--- src/rtl/alu_ctrl_pipe.sv ---
// alu_ctrl_pipe: ALU control decoder with valid/ready handshake and optional multi-cycle mult/div path.
// Define ALU_CTRL_MULDIV_EN to enable mult/div decode, the MD countdown state and md_busy.
module alu_ctrl_pipe #(
  parameter int OP_W      = 4,
  parameter int MD_CYCLES = 4
) (
  input  logic            clk,
  input  logic            rst_n,
  input  logic            in_valid,
  output logic            in_ready,
  input  logic [2:0]      alu_op,
  input  logic [5:0]      opcode,
  input  logic [5:0]      funct,
  output logic            out_valid,
  input  logic            out_ready,
  output logic [OP_W-1:0] op,
  output logic            illegal,
  output logic            md_op,
  output logic            md_busy
);
  if (OP_W < 4 || OP_W > 8 || MD_CYCLES < 2 || MD_CYCLES > 16) begin : g_bad_param
    $error("alu_ctrl_pipe: parameter out of range");
  end
  localparam int CW = $clog2(MD_CYCLES) + 1;
  logic [3:0]      code;
  logic            ill;
  logic            is_md;
  logic            acc;
  logic [OP_W-1:0] dec_op;
  always_comb begin
    code  = 4'd0;
    ill   = 1'b0;
    is_md = 1'b0;
    case (alu_op)
      3'b100: code = 4'd5;
      3'b010: code = 4'd6;
      3'b000:
        case (opcode)
          6'b001000: code = 4'd5;
          6'b001100: code = 4'd0;
          6'b001101: code = 4'd1;
          6'b001010: code = 4'd7;
          6'b001110: code = 4'd2;
          default:   ill  = 1'b1;
        endcase
      3'b001:
        case (funct)
          6'b100100: code = 4'd0;
          6'b100101: code = 4'd1;
          6'b100110: code = 4'd2;
          6'b100111: code = 4'd3;
          6'b100000: code = 4'd5;
          6'b100010: code = 4'd6;
          6'b101010: code = 4'd7;
          6'b000010: code = 4'd8;
          6'b000000: code = 4'd9;
          6'b000011: code = 4'd10;
`ifdef ALU_CTRL_MULDIV_EN
          6'b011000: begin code = 4'd11; is_md = 1'b1; end
          6'b011010: begin code = 4'd12; is_md = 1'b1; end
`endif
          default:   ill  = 1'b1;
        endcase
      default: ill = 1'b1;
    endcase
  end
  assign dec_op = ill ? '1 : OP_W'(code);
  assign acc    = in_valid && in_ready;
`ifdef ALU_CTRL_MULDIV_EN
  typedef enum logic [1:0] {IDLE, HOLD, MD} state_t;
  state_t        state;
  logic [CW-1:0] cnt;
  assign in_ready = (state == IDLE) ? 1'b1 : (state == HOLD) ? out_ready : 1'b0;
  always_ff @(posedge clk or negedge rst_n) begin
    if (!rst_n) begin
      state     <= IDLE;
      cnt       <= '0;
      out_valid <= 1'b0;
      op        <= '0;
      illegal   <= 1'b0;
      md_op     <= 1'b0;
      md_busy   <= 1'b0;
    end else if (acc) begin
      op      <= dec_op;
      illegal <= ill;
      md_op   <= is_md;
      if (is_md) begin
        state     <= MD;
        cnt       <= CW'(MD_CYCLES - 1);
        md_busy   <= 1'b1;
        out_valid <= 1'b0;
      end else begin
        state     <= HOLD;
        out_valid <= 1'b1;
      end
    end else if (state == HOLD && out_ready) begin
      state     <= IDLE;
      out_valid <= 1'b0;
    end else if (state == MD) begin
      // md_busy drops as the counter reaches zero; the result appears one edge later
      if (cnt == '0) begin
        state     <= HOLD;
        out_valid <= 1'b1;
      end else begin
        cnt     <= cnt - CW'(1);
        md_busy <= (cnt != CW'(1));
      end
    end
  end
`else
  typedef enum logic {IDLE, HOLD} state_t;
  state_t state;
  assign in_ready = (state == IDLE) || out_ready;
  assign md_op    = 1'b0;
  assign md_busy  = 1'b0;
  always_ff @(posedge clk or negedge rst_n) begin
    if (!rst_n) begin
      state     <= IDLE;
      out_valid <= 1'b0;
      op        <= '0;
      illegal   <= 1'b0;
    end else if (acc) begin
      state     <= HOLD;
      out_valid <= 1'b1;
      op        <= dec_op;
      illegal   <= ill;
    end else if (state == HOLD && out_ready) begin
      state     <= IDLE;
      out_valid <= 1'b0;
    end
  end
`endif
endmodule
--- config.mk ---
export PLATFORM = sky130hd
export DESIGN_NAME = alu_ctrl_pipe
export DESIGN_NICKNAME = d
export VERILOG_FILES = /design/src/rtl/alu_ctrl_pipe.sv
export SDC_FILE = /design/constraint.sdc
export NUM_CORES = 1
export LEC_CHECK = 0
export CORE_MARGIN = 2
export CORE_UTILIZATION = 34
export DETAILED_ROUTE_END_ITERATION = 7
export PLACE_DENSITY = 0.73
export SYNTH_ARGS = -nofsm -noshare
export SYNTH_HDL_FRONTEND = slang
export SYNTH_SLANG_ARGS = --single-unit
--- constraint.sdc ---
create_clock -name clk -period 1.4 [get_ports clk]
set_clock_uncertainty 0.15 [all_clocks]
set_input_delay 0.28 -clock clk [delete_from_list [all_inputs] [get_ports clk]]
set_output_delay 0.28 -clock clk [all_outputs]
set_load 0.005 [all_outputs]
==> impl_metrics.env, run 1 <==
export IMPL_antenna_found_initial=0
export IMPL_dr_total_vias=639
export IMPL_cp_start_kind="input pin"
export IMPL_initialDrtViolationCount=18
export IMPL_cts_max_level=1
export IMPL_worstPathCellList="buf_6 > or3b_4 > a21oi_4 > o32ai_4 > a21oi_4 > a21oi_1"
export IMPL_port_buffers=25
export IMPL_avgSynthCellArea_um2=8.067
export IMPL_maxSlewViolCount=0
export IMPL_dieWidth_um=43.87
export IMPL_cts_hold_buffers_added=0
export IMPL_cp_max_fo=5
export IMPL_drive_gt1_share_pct=46.08
export IMPL_grt_met2_usage_pct=28.24
export IMPL_cts_buffers=3
export IMPL_finalCriticalPeriod_ps=1421
export IMPL_vias_per_cell=5.415
export IMPL_ys_ff_latch=6
export IMPL_boundaryPins=28
export IMPL_layout_nets=123
export IMPL_cts_sinks=6
export IMPL_hold_viol_final=0
export IMPL_power_density_nw_per_um2=650.9
export IMPL_worst_skew_pair_late_latency_ps=230
export IMPL_max_freq_mhz=703.7
export IMPL_cts_root_buffer="clkbuf_4"
export IMPL_synth_cells=67
export IMPL_finalSetupViolations=2
export IMPL_failed_checks="setup timing"
export IMPL_ys_types=28
export IMPL_status="finished, violations left"
export IMPL_busiest_layer="met2"
export IMPL_globalRouteTotalUtil_pct=17.59
export IMPL_core_um2=1506
export IMPL_use_met3_pct=4.583
export IMPL_drc=0
export IMPL_cpMostUsedCell="a21oi_4"
export IMPL_synth_ff_type="dfrtp_1"
export IMPL_max_stage_delay_ps=410
export IMPL_cap_violations=0
export IMPL_drt_total_wl_mm=1.664
export IMPL_wl_per_cell_um=14.10
export IMPL_place_hpwl_mm=1.244
export IMPL_grt_pass1_vias=602
export IMPL_yosys_warnings=0
export IMPL_vdd_drop_max_uv=542.4
export IMPL_post_route_period_util_pct=101.5
export IMPL_utilization_pct=63.29
export IMPL_start_util_pct=35.88
export IMPL_cts_setup_buffers=0
export IMPL_p_leak_nw=0.3989
export IMPL_worst_slack_ps=-21.00
export IMPL_hold_path_class="in -> async"
export IMPL_clockBufferDepth=2
export IMPL_pre_cts_ws_ps=-635.7
export IMPL_slowest_stage="or3b_4"
export IMPL_syn_to_final_growth_pct=76.39
export IMPL_dr_pass1_iters=5
export IMPL_fillers=140
export IMPL_p_total_mw=0.6206
export IMPL_gp_congestion=0.7799
export IMPL_grt_overflow=0
export IMPL_synth_area_um2=540.5
export IMPL_finalSetupTns_ps=-29.46
export IMPL_rsz0062_at_grt="yes"
export IMPL_critPathArrivalTime_ps=1390
export IMPL_ant_nets=0
export IMPL_die_height_um=43.87
export IMPL_cp_data_required_time_ps=1360
export IMPL_antenna_diode_count=0
export IMPL_criticalPathCategory="in -> reg"
export IMPL_die_area_um2=1925
export IMPL_clkTransAtPathRegs_ps=50
export IMPL_ys_seq_area_share_pct=27.78
export IMPL_grt_pass1_wl_mm=2.539
export IMPL_synth_edf_count=0
export IMPL_cts_tree="built"
export IMPL_grt_max_degree=8
export IMPL_async_flop_share_pct=100.0
export IMPL_cp_end_kind="flip-flop"
export IMPL_use_met1_pct=22.76
export IMPL_rows=14
-- worst paths after layout --
| check | startpoint | endpoint | slack, ps | cells past startpoint |
|---|---|---|---|---|
| worst min-delay path | rst_n | op[2]$_DFFE_PN0P_ | 140 | 1 |
| worst max-delay path | opcode[5] | op[1]$_DFFE_PN0P_ | -20 | 6 |
| worst min register to register | illegal$_DFFE_PN0P_ | illegal$_DFFE_PN0P_ | 360 | 2 |
| max in group asynchronous | rst_n | op[3]$_DFFE_PN0P_ | 750 | 1 |
| min in group clk | funct[5] | op[3]$_DFFE_PN0P_ | 280 | 4 |
| worst max register to register | state$_DFFE_PN0P_ | op[1]$_DFFE_PN0P_ | 60 | 6 |
-- report_power, final --
group          internal [mW]  total (mW)  switching (mW)
combinational          0.132       0.254           0.122
clock                 0.0967       0.155          0.0581
sequential             0.198       0.212          0.0134
total                  0.427       0.621           0.193
-- cell usage in the layout, fill, tap and decap left out, types with 3 or more instances in the layout --
master,instances
nor2_1,9
buf_2,7
a21oi_2,4
nand3_1,3
nand2b_1,4
nand2_1,3
clkbuf_4,3
dlygate4sd2_1,11
buf_4,13
dfrtp_1,6
-- through the flow --
step,std cells,hold slack (ps),area [um^2]
floorplan,68,-165.6,556.8
global placement,116,338.3,888.4
detailed placement,116,350.5,888.4
CTS,118,149.9,927.1
global route,118,133.7,953.4
finish,118,136.4,953.4
-- critical path, delay by kind of cell --
kind / cells / cell delay, ps
and+or+nand+nor: 1 / 410
AOI/OAI and AO/OA: 4 / 610
buffers and inverters: 1 / 90
-- registers in the layout (all words and copies together) (netlist names) --
register,count
illegal,1
op,4
state,1
-- final cells by class --
class,instances,area (um^2),area share [%]
clock buffers,3,22.52,2.362
multi-input cells,55,466.7,48.95
flip-flops and latches,6,150.1,15.75
well taps,16,20.02,2.100
repair buffers,38,294.0,30.84
-- cells in the mapped netlist (2+ instances only) --
master	count	area share, %
nor2_1	11	7.6
a21oi_1	7	6.5
dfrtp_1	6	28
nand2b_1	6	6.9
buf_4	4	5.6
nand2_1	3	2.1
nand3_1	3	2.8
o21ai_0	3	2.8
buf_2	2	1.9
nor3_1	2	1.9
nor4b_1	2	3.2
o31ai_1	2	2.8
-- routing by layer --
layer	up-vias	wire length (um)
li1	312	-
met1	295	728
met2	26	787
met3	6	115
met4	0	31
met5	-	0
-- cell families after synthesis --
| family | after synthesis | synth area share [%] |
|---|---|---|
| AOI/OAI and AO/OA | 21 | 32.41 |
| other | 1 | 0.6938 |
| DFF | 6 | 27.78 |
| and+or+nand+nor | 32 | 31.02 |
| buffers and inverters | 7 | 8.101 |
-- what timing repair did --
item,in CTS,in global routing
endpoints found under the setup margin,12,6
pin swaps,9,5
gates resized for setup,63,11
(Power assumes the default switching activity.)
==> run 2, diff against run 1 <==
==> constraint.sdc (replaced) <==
create_clock -name clk -period 1.4 [get_ports clk]
set_clock_uncertainty 0.15 [all_clocks]
set_input_delay 0.28 -clock clk [delete_from_list [all_inputs] [get_ports clk]]
set_output_delay 0.28 -clock clk [all_outputs]
set_load 0.1 [all_outputs]
==> run 2 against run 1 <==
- the flow still finishes with violations (setup timing)
- via count is 6.4% higher
- clock power is 5% higher
- final cell count is 7.6% higher
- die area stayed put
- hold slack better by 9.8 ps
- global-route usage is 1.3 points higher
- sequential share of layout area is 2.3 points lower
- sequential cell count stayed put
- critical path type is now reg -> out
- largest power group unchanged
==> impl_metrics.env, run 2 (synthesis results as in run 1) <==
export IMPL_largest_register="op"
export IMPL_criticalPathCategory="reg -> out"
export IMPL_antenna_diode_count=0
export IMPL_layout_nets=131
export IMPL_reg2reg_to="op[2]$_DFFE_PN0P_"
export IMPL_cap_violations=0
export IMPL_vdd_drop_max_uv=602.2
export IMPL_r2r_slack_ps=40
export IMPL_cts_max_level=1
export IMPL_ant_nets=0
export IMPL_largestRegisters="op (4), illegal (1), state (1)"
export IMPL_finish_instance_area_um2=1144
export IMPL_start_util_pct=35.88
export IMPL_drive_gt1_share_pct=58.56
export IMPL_cp_start_kind="flip-flop"
export IMPL_boundaryPins=28
export IMPL_die_area_um2=1925
export IMPL_drc=0
export IMPL_worst_skew_pair_late_latency_ps=240
export IMPL_failed_checks="setup timing"
export IMPL_core_um2=1506
export IMPL_cts_buffers=3
export IMPL_maxSlewViolCount=0
export IMPL_power_density_nw_per_um2=846.4
export IMPL_die_height_um=43.87
export IMPL_finalSetupTns_ps=-250.2
export IMPL_final_common_cell="buf_4"
export IMPL_grt_pass1_vias=696
export IMPL_dieWidth_um=43.87
export IMPL_globalRouteTotalUtil_pct=18.89
export IMPL_cp_data_required_time_ps=970
export IMPL_pre_cts_ws_ps=-661.2
export IMPL_cts_tree="built"
export IMPL_drt_total_wl_mm=1.697
export IMPL_post_route_period_util_pct=106.4
export IMPL_worstReg2RegStart="state$_DFFE_PN0P_"
export IMPL_place_hpwl_mm=1.264
export IMPL_cp_end_kind="primary output"
export IMPL_status="finished, violations left"
export IMPL_r2r_cells=5
export IMPL_port_buffers=25
export IMPL_finalCriticalPeriod_ps=1489
export IMPL_largest_reg_flops=4
export IMPL_critPathArrivalTime_ps=1060
export IMPL_grt_max_degree=8
export IMPL_cp_max_fo=2
export IMPL_antenna_found_initial=0
export IMPL_worst_slack_ps=-89.26
export IMPL_p_total_mw=0.9680
export IMPL_cts_sinks=6
export IMPL_hold_viol_final=0
export IMPL_grt_pass1_wl_mm=2.808
export IMPL_finalSetupViolations=7
export IMPL_layout_common_cells="19 x buf_4, 8 x nor2_1, 8 x dlygate4sd2_1"
export IMPL_dr_pass1_iters=4
export IMPL_grt_overflow=0
export IMPL_cts_hold_buffers_added=0
export IMPL_dpl_cell_area_um2=998.5
export IMPL_clkTransAtPathRegs_ps=50
export IMPL_vias_per_cell=5.354
export IMPL_clockBufferDepth=2
export IMPL_syn_to_final_growth_pct=111.6
export IMPL_hold_path_class="in -> async"
export IMPL_fillers=114
export IMPL_whs_ps=146.3
export IMPL_p_leak_nw=0.4812
export IMPL_gp_congestion=0.7326
export IMPL_max_freq_mhz=671.5
export IMPL_initialDrtViolationCount=4
export IMPL_wl_per_cell_um=13.36
export IMPL_rows=14
export IMPL_dr_total_vias=680
export IMPL_cts_root_buffer="clkbuf_4"
export IMPL_rsz0062_at_grt="yes"
[run 2: power breakdown]
part | total [mW] | switching, mW | internal (mW)
combinational | 0.577 | 0.350 | 0.227
clock | 0.163 | 0.0559 | 0.108
sequential | 0.227 | 0.0275 | 0.200
total | 0.968 | 0.433 | 0.535
[run 2: routing by layer]
layer / wire length, um / vias up / global-route usage [%]
met1: 689 / 327 / 22.82
met5: 0 / - / 0
met2: 934 / 22 / 35.88
li1: - / 331 / -
met4: 0 / 0 / 1.818
met3: 73 / 0 / 2.917
[run 2: worst max-delay path by stage]
stage	startpoint	endpoint	slack (ps)	cells after the start
after global routing	state$_DFFE_PN0P_	in_ready	-120	3
final	state$_DFFE_PN0P_	in_ready	-90	3
after CTS	state$_DFFE_PN0P_	in_ready	-100	3
after global placement	opcode[3]	op[3]$_DFFE_PN0P_	-600	6
after detailed placement	opcode[3]	op[2]$_DFFE_PN0P_	-660	6
after floorplan	state$_DFFE_PN0P_	op[0]$_DFFE_PN0P_	-410	6
[run 2: final cells by class]
class | instances | area, um^2 | area share, %
flip-flops and latches | 6 | 153.9 | 13.46
multi-input cells | 55 | 495.5 | 43.33
repair buffers | 46 | 447.9 | 39.17
clock buffers | 4 | 26.28 | 2.298
well taps | 16 | 20.02 | 1.751
[run 2: what timing repair did]
action / 4_1_cts / 5_1_grt
setup endpoints to repair: 6 / 7
pin swaps: 17 / 9
buffers inserted: 2 / 0
resized for setup: 63 / 5
[run 2: per-stage QoR]
| stage | util, % | instances |
|---|---|---|
| after floorplan | - | 68 |
| after global routing | 75.91 | 127 |
| after detailed placement | 66.28 | 121 |
| final | 75.91 | 127 |
| after global placement | 66.28 | 121 |
| after CTS | 74.58 | 127 |
[run 2: worst max-delay path, stage by stage, from the launching register on]
cell and delay (ps):
dfrtp_4 480, nand2b_4 80, buf_6 100, buf_12 160
